## src/rtl/fifo_flow_ctrl_pkg.sv

```systemverilog
// Shared constants, width helper and error-cause encoding for the flow-controlled FIFO.
// Error-cause bits are also consumed by the debug status register.
package fifo_flow_ctrl_pkg;

  localparam int DEFAULT_DATA_WIDTH = 6;
  localparam int DEFAULT_ADDR_WIDTH = 2;

  localparam int ERR_CAUSE_WIDTH = 2;
  localparam logic [ERR_CAUSE_WIDTH-1:0] ERR_NONE      = 2'b00;
  localparam logic [ERR_CAUSE_WIDTH-1:0] ERR_OVERFLOW  = 2'b01;
  localparam logic [ERR_CAUSE_WIDTH-1:0] ERR_UNDERFLOW = 2'b10;

  // Occupancy must represent 0..DEPTH inclusive, hence one extra bit.
  function automatic int cnt_width(input int addr_width);
    return addr_width + 1;
  endfunction

endpackage

```

## src/rtl/fifo_flow_mem.sv

```systemverilog
// DEPTH x DATA_WIDTH register array, one write port and one registered read port (1-cycle latency).
// No backpressure of its own: the caller gates wr_en/rd_en; rd_dat holds when rd_en is low.
module fifo_flow_mem #(
  parameter int DATA_WIDTH = 6,
  parameter int ADDR_WIDTH = 2
) (
  input  logic                  clk,
  input  logic                  reset_L,
  input  logic                  wr_en,
  input  logic [ADDR_WIDTH-1:0] wr_addr,
  input  logic [DATA_WIDTH-1:0] wr_dat,
  input  logic                  rd_en,
  input  logic [ADDR_WIDTH-1:0] rd_addr,
  output logic [DATA_WIDTH-1:0] rd_dat
);

  localparam int DEPTH = 1 << ADDR_WIDTH;

  logic [DATA_WIDTH-1:0] mem_q [DEPTH];
  logic [DATA_WIDTH-1:0] rd_dat_d;
  logic [DATA_WIDTH-1:0] rd_dat_q;

  // Storage is deliberately left unreset; only the output register is cleared.
  always_ff @(posedge clk) begin
    if (wr_en) begin
      mem_q[wr_addr] <= wr_dat;
    end
  end

  always_comb begin
    rd_dat_d = rd_dat_q;
    if (rd_en) begin
      rd_dat_d = mem_q[rd_addr];
    end
  end

  always_ff @(posedge clk or negedge reset_L) begin
    if (!reset_L) begin
      rd_dat_q <= '0;
    end else begin
      rd_dat_q <= rd_dat_d;
    end
  end

  assign rd_dat = rd_dat_q;

endmodule

```

## src/rtl/fifo_flow_ctrl.sv

```systemverilog
// Synchronous FIFO with programmable thresholds, hysteretic pause and sticky error; pop data 1 cycle after pop.
// Upstream is throttled by pause; pushes to a full FIFO without a pop and pops from empty are dropped and flagged.
module fifo_flow_ctrl
  import fifo_flow_ctrl_pkg::*;
#(
  parameter int DATA_WIDTH = DEFAULT_DATA_WIDTH,
  parameter int ADDR_WIDTH = DEFAULT_ADDR_WIDTH,
  parameter int CNT_WIDTH  = cnt_width(ADDR_WIDTH)
) (
  input  logic                  clk,
  input  logic                  reset_L,
  input  logic                  push,
  input  logic [DATA_WIDTH-1:0] data_in,
  input  logic                  pop,
  input  logic [CNT_WIDTH-1:0]  afull_thr,
  input  logic [CNT_WIDTH-1:0]  aempty_thr,
  input  logic                  err_clr,
  output logic [DATA_WIDTH-1:0] data_out,
  output logic                  data_valid,
  output logic [CNT_WIDTH-1:0]  count,
  output logic                  empty,
  output logic                  full,
  output logic                  almost_full,
  output logic                  almost_empty,
  output logic                  pause,
  output logic                  error
);

  localparam logic [CNT_WIDTH-1:0] DEPTH_CNT = CNT_WIDTH'(1 << ADDR_WIDTH);

  logic [ADDR_WIDTH-1:0] wr_ptr_q, wr_ptr_d;
  logic [ADDR_WIDTH-1:0] rd_ptr_q, rd_ptr_d;
  logic [CNT_WIDTH-1:0]  count_q, count_d;
  logic                  data_valid_q, data_valid_d;
  logic                  pause_q, pause_d;
  logic                  error_q, error_d;

  logic                       push_ok;
  logic                       pop_ok;
  logic [ERR_CAUSE_WIDTH-1:0] err_cause;

  // Flags decode the registered occupancy only, never the live push/pop.
  assign empty        = (count_q == '0);
  assign full         = (count_q == DEPTH_CNT);
  assign almost_full  = (count_q >= afull_thr);
  assign almost_empty = (count_q <= aempty_thr) && (count_q != '0);

  // A pop on a full FIFO frees the slot the simultaneous push lands in.
  assign push_ok = push & (~full | pop);
  assign pop_ok  = pop & ~empty;

  always_comb begin
    err_cause = ERR_NONE;
    if (push && full && !pop) begin
      err_cause = err_cause | ERR_OVERFLOW;
    end
    if (pop && empty) begin
      err_cause = err_cause | ERR_UNDERFLOW;
    end
  end

  always_comb begin
    wr_ptr_d     = wr_ptr_q;
    rd_ptr_d     = rd_ptr_q;
    count_d      = count_q;
    data_valid_d = pop_ok;
    pause_d      = pause_q;
    error_d      = error_q;

    if (push_ok) begin
      wr_ptr_d = wr_ptr_q + ADDR_WIDTH'(1);
    end
    if (pop_ok) begin
      rd_ptr_d = rd_ptr_q + ADDR_WIDTH'(1);
    end

    if (push_ok && !pop_ok) begin
      count_d = count_q + CNT_WIDTH'(1);
    end else if (pop_ok && !push_ok) begin
      count_d = count_q - CNT_WIDTH'(1);
    end

    // Set has priority so overlapping thresholds fail safe towards pausing.
    if (count_d >= afull_thr) begin
      pause_d = 1'b1;
    end else if (count_d <= aempty_thr) begin
      pause_d = 1'b0;
    end

    if (err_cause != ERR_NONE) begin
      error_d = 1'b1;
    end else if (err_clr) begin
      error_d = 1'b0;
    end
  end

  always_ff @(posedge clk or negedge reset_L) begin
    if (!reset_L) begin
      wr_ptr_q     <= '0;
      rd_ptr_q     <= '0;
      count_q      <= '0;
      data_valid_q <= 1'b0;
      pause_q      <= 1'b0;
      error_q      <= 1'b0;
    end else begin
      wr_ptr_q     <= wr_ptr_d;
      rd_ptr_q     <= rd_ptr_d;
      count_q      <= count_d;
      data_valid_q <= data_valid_d;
      pause_q      <= pause_d;
      error_q      <= error_d;
    end
  end

  fifo_flow_mem #(
    .DATA_WIDTH (DATA_WIDTH),
    .ADDR_WIDTH (ADDR_WIDTH)
  ) u_mem (
    .clk     (clk),
    .reset_L (reset_L),
    .wr_en   (push_ok),
    .wr_addr (wr_ptr_q),
    .wr_dat  (data_in),
    .rd_en   (pop_ok),
    .rd_addr (rd_ptr_q),
    .rd_dat  (data_out)
  );

  assign count      = count_q;
  assign data_valid = data_valid_q;
  assign pause      = pause_q;
  assign error      = error_q;

endmodule

```

## config.mk

```make
export PLATFORM = sky130hd
export DESIGN_NAME = fifo_flow_ctrl
export DESIGN_NICKNAME = d
export VERILOG_FILES = /design/src/rtl/fifo_flow_ctrl_pkg.sv /design/src/rtl/fifo_flow_mem.sv /design/src/rtl/fifo_flow_ctrl.sv
export SDC_FILE = /design/constraint.sdc
export NUM_CORES = 1
export LEC_CHECK = 0
export CORE_MARGIN = 2
export CORE_UTILIZATION = 45
export CTS_CLUSTER_SIZE = 24
export DETAILED_ROUTE_END_ITERATION = 10
export GPL_TIMING_DRIVEN = 0
export PLACE_DENSITY = 0.81
export SLEW_MARGIN = 15
export SYNTH_ARGS = -nofsm -noshare
export SYNTH_HDL_FRONTEND = slang
export SYNTH_SLANG_ARGS = --single-unit
```

## constraint.sdc

```tcl
create_clock -name clk -period 3.7 [get_ports clk]
set_input_delay 0.74 -clock clk [delete_from_list [all_inputs] [get_ports clk]]
set_output_delay 0.74 -clock clk [all_outputs]
set_load 0.02 [all_outputs]
```

# --- Word-level counts from Yosys, hierarchy flattened ---
# Memory sizes are Yosys's and may differ from the RTL's. A register that Yosys moved wholly into a read port is not among the register bits.
# Index checks and enable logic that the tools add are counted.
totals:
  reg_bits: 10
  latchBits: 0
  mem_bits_rw: 24
  rom_bits: 0
  input_bits: 17
  elab_cells: 46
  n_memories: 1
classes:
  n_addsub: 4
  multipliers: 0
  div_mod_pow: 0
  n_lt_le_gt_ge: 4
  eq_ne: 1
  shift: 0
  n_mux: 10
  bitwise_logic: 5
  n_reduce_logical: 15
memory_table:
  columns: ["memory", "depth", "width", "read_ports", "rd_clocked_by_memory_dff", "wr", "line", "source"]
  rows:
  - ["u_mem.mem_q", 4, 6, 1, 1, 1, "fifo_flow_mem.sv:19", "logic [DATA_WIDTH-1:0] mem_q [DEPTH];"]
op_table:
  columns: ["operator", "n"]
  rows:
  - ["two-way mux 1 bit", 7]
  - ["greater-or-equal comparator 3 bit", 2]
  - ["<= comparator 3 bit", 2]
  - ["logical AND 1 bit", 6]
  - ["two-way mux 3 bit", 2]
  - ["nonzero test 2 bit", 3]
  - ["adder 2 x 1 -> 2 bit, second input constant", 2]
  - ["zero test 1 bit", 4]
  - ["adder 3 x 1 -> 3 bit, second input constant", 1]
  - ["equality test 3 bit, second input constant", 1]
  - ["zero test 3 bit", 1]
  - ["nonzero test 3 bit", 1]
  - ["subtractor 3 x 1 -> 3 bit, second input constant", 1]
  - ["bitwise AND 1 bit", 2]
  - ["two-way mux 2 bit", 1]
  - ["NOT 1 bit", 2]
  - ["bitwise OR 1 bit", 1]

# --- Logic depth before layout (Yosys ltp) ---
depth:
  depth_word: 11
  mapped_depth: 12

# --- Modules after synthesis ---
# A second synthesis with hierarchy kept.
hier_totals:
  cells_unflattened: 150
  hier_area_um2: 1959.4
modules_own_cells:
  columns: ["mod", "instances", "cells_each", "area_per_inst_um2"]
  rows:
  - ["fifo_flow_mem", 1, 62, 1132.3]
  - ["fifo_flow_ctrl", 1, 88, 827.0]

# --- Worst setup path before layout ---
# Ideal clock, no wire load.
synth_path:
  path_type: "input -> output"
  start: "input port aempty_thr[1]"
  end: "output port almost_empty"
  arrival_ns: 1.726
  required_time_ns: 2.960
  slack_ns: 1.234
  stages: 6
  path_cell_list: "inv_1 ha_1 nor2b_1 o21ai_0 nand2b_1 a21oi_1"
synth_via:
  elab_chain_cells: 2
synth_rtl:
  columns: ["element", "line", "source"]
  rows:
  - ["from (decl)", "fifo_flow_ctrl.sv:16", "input logic [CNT_WIDTH-1:0] aempty_thr,"]
  - ["<= comparator 3 bit", "fifo_flow_ctrl.sv:46", "assign almost_empty = (count_q <= aempty_thr) && (count_q != '0);"]
  - ["logical AND 1 bit", "fifo_flow_ctrl.sv:46", null]
  - ["to (decl)", "fifo_flow_ctrl.sv:24", "output logic almost_empty,"]
# Every way passes these cells.

# --- Worst setup path after layout ---
# Same ends and word-level chain as after synthesis.

==> metrics.yaml <==
timing:
  period_minus_slack_ns: 3.37
  hold_viol: 0
  worst_pin_slew_ns: 0.735
  finClkSkew_ns: 0.00376
  max_freq_mhz: 297
  rsz0062_at_grt: "no"
  worst_slack_ns: 0.328
  slew_headroom: 0.508
  holdWs_ns: 0.477
  fin_crit_sh: 0.911
  setup_tns_ns: 0
  setup-violations-final: 0
  drv_slew: 0
clock_network:
  clk_transition_reported_paths_ns: 0.08
  cts_resized: 0
  cts_tree: "built"
  cts_sinks: 40
  post_cts_buffers: 0
  cts_hold_buf: 0
  clock_path_buffers: 2
  root_buffer: "clkbuf_8"
  clk-insertion-delay-late_ns: 0.30
  htree_levels: 2
  cts_buffers: 5
worst_hold_path:
  hold_class: "register to register"
place:
  gp_congestion: 0.757
  detailed_place_hpwl_mm: 2.60
  dpl_worst_slack_ns: 0.331
  io_buffers: 31
global_route:
  grt_max_degree: 17
  grt_overflow: 0
  grt_antenna_before_repair: 0
  grt_use_total: 0.159
  grt_pass1_wl_mm: 5.91
  grt_pass1_vias: 1254
yosys:
  synth_edf_count: 24
  synth_area_per_cell_sq_um: 12.7
  ys.flop_type: "edfxtp_1"
  ys_seq_area_frac: 0.564
  ys_types: 30
  yosys-top-cells-count: "edfxtp_1 (24), nand2_1 (24), ha_1 (19), dfrtp_1 (16), inv_1 (12)"
  async_reset_ff_frac: 0.400
  syn_nets: 192
  ys_warn_count: 0
  synth.top_cell.area_share: 0.363
  synth_largest_area_cell: "edfxtp_1"
  synth_seq_cells: 40
  syn_inst: 156
  synthTopCellsByArea: "edfxtp_1 (36%), dfrtp_1 (20%), ha_1 (12%), mux4_2 (6.8%), nand2_1 (4.5%)"
  netlist_area_sq_mm: 0.00199
pwr:
  leakage_nw: 1.05
  vdd_drop_max_uv: 271
  powerDensity_mw_per_mm2: 779
floorplanning:
  die_h_microns: 70.5
  initial_core_util: 0.463
  rows: 24
  die-width_microns: 70.5
  die-area_sq_mm: 0.00496
  core_area_sq_mm: 0.00429
  boundaryPins: 33
routing:
  drc: 0
  antenna_left: 0
  drt_wl_total_mm: 3.45
  firstDrtPassIters: 4
  avgRoutedWirePerCell_microns: 13.9
  vias: 1222
  vias_per_cell: 4.95
  drtIter0Drc: 59
layout:
  drive_above_1_share: 0.113
  antenna_cells: 0
  fill_cells: 347
  final_util: 0.577
  areaGrowthSynthToFinish_pct: 24.7
  finish.net_count: 230
setup_path:
  critPathLaunchType: "input pin"
  crit_required_ns: 2.96
  critical_path_class: "input pin to output pin"
  cp-end-kind: "output pin"
  arrival_ns: 2.63
  crit_path_max_fanout: 2
run:
  drv_cap: 0
run_status:
  outcome: "completed"
cell type report:
class	count	area [sq um]	area share
Multi-Input combinational cell	97	785	0.317
Buffer	5	28.8	0.0116
Sequential cell	40	1120	0.453
Timing Repair Buffer	31	310	0.125
Clock buffer	5	68.8	0.0278
Tap cell	52	65.1	0.0263
Inverter	14	52.6	0.0212
Clock inverter	3	46.3	0.0187
cell usage in the layout (no fill, tap or decap), drive strengths merged:
cell type	count
a211o	1
a21o	5
a21oi	4
a311oi	1
and2	4
buf	4
bufinv	1
clkbuf	6
clkdlybuf4s50	31
clkinvlp	1
dfrtp	16
edfxtp	24
ha	19
inv	15
mux2i	2
mux4	6
nand2	25
nand2b	5
nand3	2
nor2	3
nor2b	2
nor3	1
o21a	1
o21ai	10
o32ai	1
xnor2	5
worst max-delay path: stages:
cell             delay (ns)
clkdlybuf4s50_1        0.45
inv_1                  0.05
ha_1                   0.30
nor2b_1                0.13
o21ai_0                0.15
nand2b_1               0.08
a21oi_1                0.12
clkdlybuf4s50_1        0.61
kinds of logic (layout without fill, tap and decap cells):
kind of cell,Yosys count,after routing,share of synthesized area
AND/OR/NAND/NOR,42,42,0.0976
flip-flops,40,40,0.564
AO/OA/AOI/OAI,23,23,0.0712
adder cells (fa/ha/maj),19,19,0.120
buffers and inverters,19,58,0.0409
multiplexers,8,8,0.0844
XOR/XNOR,5,5,0.0220
power breakdown:
group	switching [W]	leakage, nW	internal [W]	total (W)
logic	0.000454	0.581	0.000426	0.000881
clock network	0.000156	0.0548	0.000203	0.000359
registers	0.0000772	0.412	0.000614	0.000691
flip-flops by register name, indices dropped and copies added, names as in the netlist:
name and count:
u_mem.mem_q 24, data_valid 1, count 3, error 1
u_mem.rd_dat 6, rd_ptr_q 2, wr_ptr_q 2, pause 1
final timing paths:
kind / from / end / slack (ns) / depth (start not counted)
max: aempty_thr[1] / almost_empty / 0.33 / 8
min: u_mem.rd_dat[0]$_DFFE_PN0P_ / u_mem.rd_dat[0]$_DFFE_PN0P_ / 0.48 / 2
max reg2reg: count[0]$_DFF_PN0_ / pause$_DFFE_PN0P_ / 1.08 / 12
min reg2reg: u_mem.rd_dat[0]$_DFFE_PN0P_ / u_mem.rd_dat[0]$_DFFE_PN0P_ / 0.48 / 2
max in group asynchronous: reset_L / u_mem.rd_dat[1]$_DFFE_PN0P_ / 2.37 / 1
min in group asynchronous: reset_L / data_valid$_DFF_PN0_ / 0.87 / 1
routing by layer:
metal | vias to the layer above | GRT usage | part of all wire
met3 | 6 | 0.0519 | 0.041
li1 | 621 | - | -
met1 | 571 | 0.203 | 0.44
met4 | 0 | 0.0662 | 0.017
met2 | 24 | 0.251 | 0.50
met5 | - | 0 | 0
metrics by stage:
| step | power (W) | cells | cell area, sq um |
|---|---|---|---|
| after floorplan | 0.00127 | 156 | 1990 |
| after global placement | 0.00156 | 239 | 2360 |
| after detailed placement | 0.00159 | 239 | 2360 |
| after CTS | 0.00195 | 247 | 2480 |
| after global routing | 0.00209 | 247 | 2480 |
| final | 0.00193 | 247 | 2480 |
Power figures use the tool's default switching activity.
